[config.mk]
export PLATFORM = sky130hd
export DESIGN_NAME = psw_status_reg_flat
export DESIGN_NICKNAME = d
export VERILOG_FILES = /design/src/rtl/psw_status_reg_pkg.sv /design/src/rtl/psw_status_reg_if.sv /design/src/rtl/psw_status_reg_shadow_stack.sv /design/src/rtl/psw_status_reg.sv /design/src/flat_wrapper.sv
export SDC_FILE = /design/constraint.sdc
export NUM_CORES = 1
export LEC_CHECK = 0
export ABC_CLOCK_PERIOD_IN_PS = 3200
export CAP_MARGIN = 10
export CORE_AREA = 2 2 94 96
export DETAILED_ROUTE_END_ITERATION = 16
export DIE_AREA = 0 0 96 98
export GPL_ROUTABILITY_DRIVEN = 0
export PLACE_DENSITY = 0.79
export SYNTH_ARGS = -nofsm -noshare
export SYNTH_HDL_FRONTEND = slang
export SYNTH_HIERARCHICAL = 1
export SYNTH_SLANG_ARGS = --single-unit
[constraint.sdc]
create_clock -name clk -period 3.2 [get_ports clk]
set_clock_uncertainty 0.1 [all_clocks]
set_input_delay 0.8 -clock clk [delete_from_list [all_inputs] [get_ports clk]]
set_output_delay 0.8 -clock clk [all_outputs]
set_load 0.02 [all_outputs]
[src/rtl/psw_status_reg_pkg.sv]
// Shared definitions for the X-Makina PSW block: bit positions, FSM states
// and the standard flag-update masks used by the control unit.
package xm_psw_pkg;

  // PSW bit positions
  localparam int PSW_C        = 0;
  localparam int PSW_Z        = 1;
  localparam int PSW_N        = 2;
  localparam int PSW_SLP      = 3;
  localparam int PSW_V        = 4;
  localparam int PSW_PRIO_LSB = 5;
  localparam int PSW_PRIO_MSB = 7;
  localparam int PSW_PRIO_W   = PSW_PRIO_MSB - PSW_PRIO_LSB + 1;

  // Flag mask ordering is {V,N,Z,C}
  localparam logic [3:0] FLAGS_LOGIC = 4'b0110;
  localparam logic [3:0] FLAGS_ARITH = 4'b1111;

  // Save/restore sequencer states
  typedef enum logic [1:0] {
    IDLE    = 2'd0,
    SAVE    = 2'd1,
    RESTORE = 2'd2,
    DONE    = 2'd3
  } psw_state_t;

endpackage

[src/rtl/psw_status_reg_if.sv]
// Four-phase save/restore handshake between the exception sequencer
// (master) and the PSW register (slave).
interface psw_status_reg_if;
  import xm_psw_pkg::*;

  logic                  push_req;
  logic [PSW_PRIO_W-1:0] push_prio;
  logic                  pop_req;
  logic                  ack;
  logic                  err;

  modport master (output push_req, push_prio, pop_req, input ack, err);
  modport slave  (input push_req, push_prio, pop_req, output ack, err);

endinterface

[src/rtl/psw_status_reg_shadow_stack.sv]
// Register-array LIFO holding saved PSW values. The stack pointer counts
// 0..STACK_DEPTH and never wraps; push when full and pop when empty are
// ignored so the caller can report them as errors.
module psw_shadow_stack #(
  parameter int WORD_SIZE   = 16,
  parameter int STACK_DEPTH = 4
) (
  input  logic                 clk,
  input  logic                 rst_n,
  input  logic                 i_push,
  input  logic                 i_pop,
  input  logic [WORD_SIZE-1:0] i_wdata,
  output logic [WORD_SIZE-1:0] o_top,
  output logic                 o_full,
  output logic                 o_empty
);

  localparam int IW  = $clog2(STACK_DEPTH);
  localparam int SPW = IW + 1;

  logic [WORD_SIZE-1:0] r_mem [STACK_DEPTH];
  logic [SPW-1:0]       r_sp;
  logic [IW-1:0]        w_wr_idx;
  logic [IW-1:0]        w_rd_idx;

  assign w_wr_idx = r_sp[IW-1:0];
  assign w_rd_idx = IW'(r_sp - SPW'(1));
  assign o_full   = (r_sp == SPW'(STACK_DEPTH));
  assign o_empty  = (r_sp == SPW'(0));
  assign o_top    = r_mem[w_rd_idx];

  // Stack storage and pointer; reset clears every entry
  always_ff @(posedge clk or negedge rst_n) begin
    if (!rst_n) begin
      r_sp <= SPW'(0);
      for (int i = 0; i < STACK_DEPTH; i++) begin
        r_mem[i] <= {WORD_SIZE{1'b0}};
      end
    end else if (i_push && !o_full) begin
      r_mem[w_wr_idx] <= i_wdata;
      r_sp            <= r_sp + SPW'(1);
    end else if (i_pop && !o_empty) begin
      r_sp <= r_sp - SPW'(1);
    end else begin
      r_sp <= r_sp;
    end
  end

endmodule

[src/rtl/psw_status_reg.sv]
// Processor status word: derives C/Z/N/V from ALU results, accepts explicit
// PSW loads, and saves/restores the PSW on a shadow stack under a four-phase
// req/ack handshake driven by the exception sequencer.
module psw_status_reg
  import xm_psw_pkg::*;
#(
  parameter int WORD_SIZE   = 16,
  parameter int STACK_DEPTH = 4
) (
  input  logic                 clk,
  input  logic                 rst_n,
  input  logic [WORD_SIZE-1:0] alu_result,
  input  logic                 alu_carry,
  input  logic                 alu_ovf,
  input  logic                 byte_op,
  input  logic                 flag_we,
  input  logic [3:0]           flag_mask,
  input  logic                 psw_wr_en,
  input  logic [WORD_SIZE-1:0] psw_wr_data,
  psw_status_reg_if.slave      hs,
  output logic [WORD_SIZE-1:0] psw,
  output logic                 flag_c,
  output logic                 flag_z,
  output logic                 flag_n,
  output logic                 flag_v,
  output logic                 busy
);

  // Only bits [7:0] are implemented; the rest read as zero
  localparam logic [WORD_SIZE-1:0] W_IMPL = {{(WORD_SIZE-8){1'b0}}, 8'hFF};

  psw_state_t           r_state;
  logic                 r_ack;
  logic                 r_err;
  logic                 r_busy;
  logic [WORD_SIZE-1:0] r_psw;

  logic [WORD_SIZE-1:0] w_flag_psw;
  logic [WORD_SIZE-1:0] w_psw_upd;
  logic [WORD_SIZE-1:0] w_psw_nxt;
  logic [WORD_SIZE-1:0] w_stack_top;
  logic                 w_full;
  logic                 w_empty;
  logic                 w_push;
  logic                 w_pop;
  logic                 w_n;
  logic                 w_z;

  assign w_n    = byte_op ? alu_result[7] : alu_result[WORD_SIZE-1];
  assign w_z    = byte_op ? (alu_result[7:0] == 8'h00)
                          : (alu_result == {WORD_SIZE{1'b0}});
  // Stack moves only on a real commit, never on full/empty
  assign w_push = (r_state == SAVE) && !w_full;
  assign w_pop  = (r_state == RESTORE) && !w_empty;

  psw_shadow_stack #(
    .WORD_SIZE  (WORD_SIZE),
    .STACK_DEPTH(STACK_DEPTH)
  ) u_stack (
    .clk    (clk),
    .rst_n  (rst_n),
    .i_push (w_push),
    .i_pop  (w_pop),
    .i_wdata(r_psw),
    .o_top  (w_stack_top),
    .o_full (w_full),
    .o_empty(w_empty)
  );

  // Masked flag merge; SLP and PRIO pass through untouched
  always_comb begin
    w_flag_psw        = r_psw;
    w_flag_psw[PSW_C] = flag_mask[0] ? alu_carry : r_psw[PSW_C];
    w_flag_psw[PSW_Z] = flag_mask[1] ? w_z       : r_psw[PSW_Z];
    w_flag_psw[PSW_N] = flag_mask[2] ? w_n       : r_psw[PSW_N];
    w_flag_psw[PSW_V] = flag_mask[3] ? alu_ovf   : r_psw[PSW_V];
  end

  // Next PSW: restore beats explicit load beats flag update; push_prio
  // overrides PRIO of whatever the live update produced
  always_comb begin
    w_psw_upd = r_psw;
    if (psw_wr_en) begin
      w_psw_upd = psw_wr_data & W_IMPL;
    end else if (flag_we) begin
      w_psw_upd = w_flag_psw;
    end else begin
      w_psw_upd = r_psw;
    end
    w_psw_nxt = w_psw_upd;
    if (w_pop) begin
      w_psw_nxt = w_stack_top;
    end else if (w_push) begin
      w_psw_nxt[PSW_PRIO_MSB:PSW_PRIO_LSB] = hs.push_prio;
    end else begin
      w_psw_nxt = w_psw_upd;
    end
  end

  // Live PSW register
  always_ff @(posedge clk or negedge rst_n) begin
    if (!rst_n) begin
      r_psw <= {WORD_SIZE{1'b0}};
    end else begin
      r_psw <= w_psw_nxt;
    end
  end

  // Save/restore handshake sequencer with registered ack/err/busy
  always_ff @(posedge clk or negedge rst_n) begin
    if (!rst_n) begin
      r_state <= IDLE;
      r_ack   <= 1'b0;
      r_err   <= 1'b0;
      r_busy  <= 1'b0;
    end else begin
      case (r_state)
        IDLE: begin
          if (hs.push_req && hs.pop_req) begin
            r_state <= DONE;
            r_ack   <= 1'b1;
            r_err   <= 1'b1;
            r_busy  <= 1'b1;
          end else if (hs.push_req) begin
            r_state <= SAVE;
            r_busy  <= 1'b1;
          end else if (hs.pop_req) begin
            r_state <= RESTORE;
            r_busy  <= 1'b1;
          end else begin
            r_state <= IDLE;
          end
        end
        SAVE: begin
          r_state <= DONE;
          r_ack   <= 1'b1;
          r_err   <= w_full;
        end
        RESTORE: begin
          r_state <= DONE;
          r_ack   <= 1'b1;
          r_err   <= w_empty;
        end
        DONE: begin
          if (!hs.push_req && !hs.pop_req) begin
            r_state <= IDLE;
            r_ack   <= 1'b0;
            r_err   <= 1'b0;
            r_busy  <= 1'b0;
          end else begin
            r_state <= DONE;
          end
        end
        default: begin
          r_state <= IDLE;
          r_ack   <= 1'b0;
          r_err   <= 1'b0;
          r_busy  <= 1'b0;
        end
      endcase
    end
  end

  assign psw    = r_psw;
  assign flag_c = r_psw[PSW_C];
  assign flag_z = r_psw[PSW_Z];
  assign flag_n = r_psw[PSW_N];
  assign flag_v = r_psw[PSW_V];
  assign busy   = r_busy;
  assign hs.ack = r_ack;
  assign hs.err = r_err;

endmodule

[src/flat_wrapper.sv]
// flat-port wrapper written by rule: the top's interface ports become plain ports
module psw_status_reg_flat import xm_psw_pkg::*;
#(
  parameter int WORD_SIZE   = 16,
  parameter int STACK_DEPTH = 4
)
  (clk, rst_n, alu_result, alu_carry, alu_ovf, byte_op, flag_we, flag_mask, psw_wr_en, psw_wr_data, psw, flag_c, flag_z, flag_n, flag_v, busy, hs_push_req, hs_push_prio, hs_pop_req, hs_ack, hs_err);
  psw_status_reg_if hs_i ();
  input  logic clk;
  input  logic rst_n;
  input  logic [WORD_SIZE-1:0] alu_result;
  input  logic alu_carry;
  input  logic alu_ovf;
  input  logic byte_op;
  input  logic flag_we;
  input  logic [3:0] flag_mask;
  input  logic psw_wr_en;
  input  logic [WORD_SIZE-1:0] psw_wr_data;
  output logic [WORD_SIZE-1:0] psw;
  output logic flag_c;
  output logic flag_z;
  output logic flag_n;
  output logic flag_v;
  output logic busy;
  input wire logic [$bits(hs_i.push_req)-1:0] hs_push_req;
  input wire logic [$bits(hs_i.push_prio)-1:0] hs_push_prio;
  input wire logic [$bits(hs_i.pop_req)-1:0] hs_pop_req;
  output wire logic [$bits(hs_i.ack)-1:0] hs_ack;
  output wire logic [$bits(hs_i.err)-1:0] hs_err;
  assign hs_i.push_req = hs_push_req;
  assign hs_i.push_prio = hs_push_prio;
  assign hs_i.pop_req = hs_pop_req;
  assign hs_ack = hs_i.ack;
  assign hs_err = hs_i.err;
  psw_status_reg #(.WORD_SIZE(WORD_SIZE), .STACK_DEPTH(STACK_DEPTH)) u_core (.clk(clk), .rst_n(rst_n), .alu_result(alu_result), .alu_carry(alu_carry), .alu_ovf(alu_ovf), .byte_op(byte_op), .flag_we(flag_we), .flag_mask(flag_mask), .psw_wr_en(psw_wr_en), .psw_wr_data(psw_wr_data), .hs(hs_i), .psw(psw), .flag_c(flag_c), .flag_z(flag_z), .flag_n(flag_n), .flag_v(flag_v), .busy(busy));
endmodule
; ---- Word-level counts from Yosys, hierarchy flattened
; Cells that the tools add are included.
[word_totals]
ramBits = 0
wordCells = 91
romBits = 0
n_memories = 0
in_bits = 48
latch_bits = 0
out_inout_bits = 23
register_bits = 88
[classes]
bitwise = 2
n_mux = 31
multipliers = 0
n_shift = 0
n_eq_ne = 7
n_reduce_logical = 31
addsub = 2
div = 0
magnitude_cmp = 3
[op_table]
columns = op, n
row1 = two-way mux 16 bit, 5
row2 = bitwise mux 64 bit, 1
row3 = binary-select mux 16 bit (select 2 bit), 1
row4 = demux 16 bit (select 2 bit), 1
row5 = nonzero test 3 bit, 6
row6 = logical NOT 16 bit, 1
row7 = two-way mux 1 bit, 11
row8 = AND reduction 2 bit, 5
row9 = two-way mux 3 bit, 3
row10 = logical NOT 8 bit, 1
row11 = two-way mux 2 bit, 4
row12 = logical AND 1 bit, 7
row13 = ">= comparator 3 bit, second input constant", 2
row14 = NOT 2 -> 3 bit, 2
row15 = one-hot mux 2 bit (3 select lines), 1
row16 = nonzero test 2 bit, 3
row17 = two-way mux 5 bit, 1
row18 = "== test 2 bit, second input constant", 2
row19 = logical NOT 1 bit, 4
row20 = "!= test 2 x 1 -> 1 bit, second input constant", 2
row21 = "!= test 4 x 3 -> 1 bit, second input constant", 1
row22 = one-hot mux 1 bit (4 select lines), 1
row23 = "adder 3 x 1 -> 3 bit, second input constant", 1
row24 = "== test 3 bit, second input constant", 1
row25 = other kinds (9), 9

; ---- Longest topological paths before layout
[logic_depth]
ltp_word = 7
ltp_mapped = 12
mapped_depth_nobuf = 8

; ---- Cells and area by module
; Netlist, hierarchy kept.
[by_module_without_submodules]
columns = module, n_inst, area_per_inst_um2, cells_each, seq_area_each_um2
row1 = psw_shadow_stack, 1, 3220.6, 183, 1676.6
row2 = psw_status_reg, 1, 1233.7, 135, 525.5

; ---- Worst setup path after synthesis
; Ideal clock, no wire load.
[synth_timing]
path_type = reg-to-reg
start = reg u_core.u_stack.r_sp[0]
end = reg u_core/u_stack/r_mem[48] in the netlist's numbering
stages_incl_launch_ff = 13
setup_ns = 0.125
required_ns = 2.975
period_less_slack_ns = 2.787
slack_ns = 0.413
arrival_ns = 2.561
path_buffers = 4
path_cell_list = dfrtp_1 -> buf_2 -> buf_4 -> inv_1 -> ha_1 -> and2_2 -> nand2b_1 -> inv_1 -> a21boi_2 -> buf_6 -> nand2_8 -> buf_12 -> mux2_4
[synth_between]
elab_cells_between_ends = 11
classes_between = order compare: 2 / eq/ne: 1 / mux: 3 / bitwise: 1 / reduce/logical: 4
[synth_lines]
columns = item, line_no
row1 = from (decl), psw_status_reg_shadow_stack.sv:22  ; logic [SPW-1:0] r_sp;
row2 = from (signal assigned), psw_status_reg_shadow_stack.sv:41  ; r_sp <= r_sp + SPW'(1);
row3 = from (signal assigned), psw_status_reg_shadow_stack.sv:43  ; r_sp <= r_sp - SPW'(1);
row4 = from (signal assigned), psw_status_reg_shadow_stack.sv:45  ; r_sp <= r_sp;
row5 = == test 3 bit, psw_status_reg_shadow_stack.sv:28  ; assign o_full = (r_sp == SPW'(STACK_DEPTH));
row6 = via u_core.w_full, psw_status_reg.sv:42  ; logic w_full;
row7 = logical NOT 1 bit, psw_status_reg.sv:53  ; assign w_push = (r_state == SAVE) && !w_full;
row8 = logical AND 1 bit, psw_status_reg.sv:53
row9 = via u_core.w_push, psw_status_reg.sv:44  ; logic w_push;
row10 = logical AND 1 bit, psw_status_reg_shadow_stack.sv:39  ; end else if (i_push && !o_full) begin
row11 = "to (signal, indexed assignment)", psw_status_reg_shadow_stack.sv:37  ; r_mem[i] <= {WORD_SIZE{1'b0}};
row12 = "to (signal, indexed assignment)", psw_status_reg_shadow_stack.sv:40  ; r_mem[w_wr_idx] <= i_wdata;
row13 = to (decl), psw_status_reg_shadow_stack.sv:21  ; logic [WORD_SIZE-1:0] r_mem [STACK_DEPTH];
; The timed path passes the listed nets, and every way through them passes these cells.
; A chain may end at the register's enable or synchronous reset.

; ---- Worst setup path after layout
[layout_timing]
start = reg u_core.u_stack.r_sp[1]
end = reg u_core/u_stack/r_mem[14] in the netlist's numbering
; The elaborated chain is that of the path after synthesis.

==> qor.yml <==
outcome:
  outcome: "complete, no violations"
drt:
  first_pass_iters: 4
  ant_nets: 0
  vias: 2686
  post_drt_wl_per_cell_um: 17.3
  remaining_drc_errors: 0
  drt_wl_total_um: 8450
  drt_iter0_drc: 85
  viasPerCell: 5.48
setup_path:
  rr_startpoint: "u_core/u_stack/r_sp[1]"
  path_common_cell: "inv_1"
  timing.rr.end: "u_core/u_stack/r_mem[14]"
  arrival_ns: 3.00
  slowest_delay_ns: 0.49
  path_cells: "inv_1, ha_1, and2_2, nand2b_1, inv_1, a21boi_2, nand2_2, mux2_2"
  r2r_slack_ns: 0.34
  end_kind: "flop"
  slowest_stage: "a21boi_2"
  required_ns: 3.34
  startpoint_type: "flop"
  cp_max_fo: 16
  crit_type: "flop to flop"
  rr_worst_depth: 8
logic_synthesis:
  synth_compound_area_share_pct: 5.00
  yosys_warnings: 6
  seq_area_frac_synth_pct: 49.4
  synth.net_count: 377
  synth-async-reset-ratio_pct: 100
  synth_common_cells: "dfrtp_1, mux2_2, mux2_4"
  synth_top_cell_by_area: "dfrtp_1"
  syn_inst: 318
  synth_cell_types: 43
  synth_edf_count: 0
  netlist_area_um2: 4450
  synth_top_family_by_area: "multiplexers"
  synth_seq_cells: 88
  synth_top_area_share_pct: 49.4
  synth-simple-area-share_pct: 9.04
  synthMuxAreaShare_pct: 28.8
  yosys-top-cells-area: "dfrtp_1, mux2_4, mux2_2"
  synth_most_common_cell: "dfrtp_1"
  ys.flop_type: "dfrtp_1"
  synth_xor_area_share_pct: 0.197
  avgSynthCellArea_um2: 14.0
  synthAdderAreaFrac_pct: 3.09
clock_network:
  cts_buffers: 9
  root_buffer: "clkbuf_8"
  cts_buffer_depth: 2
  post-cts-setup-buffers: 0
  cts_sinks: 88
  clkTransAtPathRegs_ns: 0.09
  post_cts_resized: 0
  cts_tree: "done"
  postCtsHoldBufs: 0
  clock_latency_ns: 0.35
  h-tree-depth: 3
placement:
  placedCellCount: 475
  post-place-ws_ns: 0.342
  io_buffers: 62
  dp_hpwl_um: 5650
  post_dp_cell_area_um2: 5100
timing:
  rsz0062_at_grt: "false"
  fin_ws_ns: 0.341
  setup_tns_ns: 0
  final-hold-violation-count: 0
  maxSlewViolCount: 0
  timing.fmax_mhz: 350
  fin_crit_sh_pct: 89.3
  finalCriticalPeriod_ns: 2.86
  setup_viol: 0
  worst_pin_slew_ns: 0.853
  slew_headroom_pct: 43.1
grt:
  grt_pass1_wl_um: 14300
  grt_max_degree: 48
  grt_usage_pct: 19.9
  grt_pass1_vias: 2921
  antenna_found_initial: 0
  grt.overflow.total: 0
die:
  fp.dieH_um: 98
  dieArea_um2: 9410
  ioPinCount: 71
  coreArea_um2: 8470
  start_util_pct: 52.6
  rows: 34
  die_w_um: 96
final_layout:
  fin_area_um2: 5270
  drive_above_1_share_pct: 30.1
  nNetsFinal: 437
  final_cells: 490
  diodes: 0
  area_delta_synth_final_pct: 18.2
power:
  total_power_w: 0.00470
  vdd_drop_max_mv: 0.617
  p_leak_nw: 2.40
  power_density_nw_per_um2: 892
worst_hold_path:
  hp-class: "primary input to asynchronous set/reset pin"
run:
  maxCapViolations: 0
[per-layer routing]
layer,wire [um],up-vias,track usage (%)
li1,-,1254,-
met1,3720,1368,26.4
met2,4340,57,33.0
met3,316,7,5.09
met4,75,0,4.18
met5,0,-,0
[layout by cell type, fill, tap and decap left out, types with 2 or more instances in the layout]
cell type,instances
dfrtp_1,88
buf_4,5
mux4_2,16
nor4_2,2
nand3b_1,2
ha_1,11
mux2i_1,8
mux2_2,34
nor2_1,10
nand2_8,3
clkinvlp_4,3
inv_1,8
mux2_4,30
clkbuf_8,9
nand2b_1,10
o21ai_1,17
a21oi_1,11
nand2_1,24
or3_2,2
a211oi_1,2
clkdlybuf4s50_1,61
[registers in the layout, indices dropped and copies added, names as in the netlist]
signal and flops:
u_core/hs.ack 1, u_core/psw 16, u_core/u_stack/r_mem 64, u_core/hs.err 1, u_core/busy 1, u_core/u_stack/r_sp 3
u_core/r_state 2
[worst max path at each step]
| stage | start | endpoint | slack (ns) | cells after the start |
|---|---|---|---|---|
| after global placement | u_core/u_stack/r_sp[1] | u_core/u_stack/r_mem[9] | 0.42 | 8 |
| after detailed placement | u_core/u_stack/r_sp[1] | u_core/u_stack/r_mem[14] | 0.34 | 8 |
| after CTS | u_core/u_stack/r_sp[1] | u_core/u_stack/r_mem[14] | 0.33 | 8 |
| after global routing | u_core/u_stack/r_sp[1] | u_core/u_stack/r_mem[3] | 0.12 | 8 |
| final | u_core/u_stack/r_sp[1] | u_core/u_stack/r_mem[14] | 0.34 | 8 |
| after floorplan | u_core/u_stack/r_sp[0] | u_core/u_stack/r_mem[48] | 0.41 | 12 |
[worst max-delay path, delay by kind of cell, from the launching register on]
kind | cells | cell delay [ns]
and+or+nand+nor | 3 | 0.90
AOI/OAI and AO/OA | 1 | 0.49
DFF | 1 | 0.41
muxes | 1 | 0.41
buffers and inverters | 2 | 0.23
adders and majority gates | 1 | 0.21
[where the power goes]
part           switching, W  total, W  internal, W
logic               0.00102   0.00219      0.00117
registers          0.000305   0.00184      0.00153
clock network      0.000388  0.000668     0.000280
[final cells by class]
class,instances,area [um2]
repair buffers,67,668
fillers,684,3200
multi-input cells,203,2060
well taps,108,135
clock buffers,9,124
flip-flops and latches,88,2200
clock inverters,6,45.0
inverters,9,33.8
[cells by family (layout without fill, tap and decap cells)]
kind of cell             count (synthesis)  after routing
AND/OR/NAND/NOR                         64             64
XOR/XNOR                                 1              1
adder cells (fa/ha/maj)                 11             11
buffers and inverters                   27             91
AO/OA/AOI/OAI                           38             38
flip-flops                              88             88
multiplexers                            89             89
[metrics by stage]
stage               util (%)  hold slack, ns
global placement        60.2           0.382
CTS                     62.2           0.360
detailed placement      60.2           0.385
floorplan                  -           0.374
global route            62.2           0.367
finish                  62.2           0.348
No activity file was read; power rests on OpenSTA's default activity.
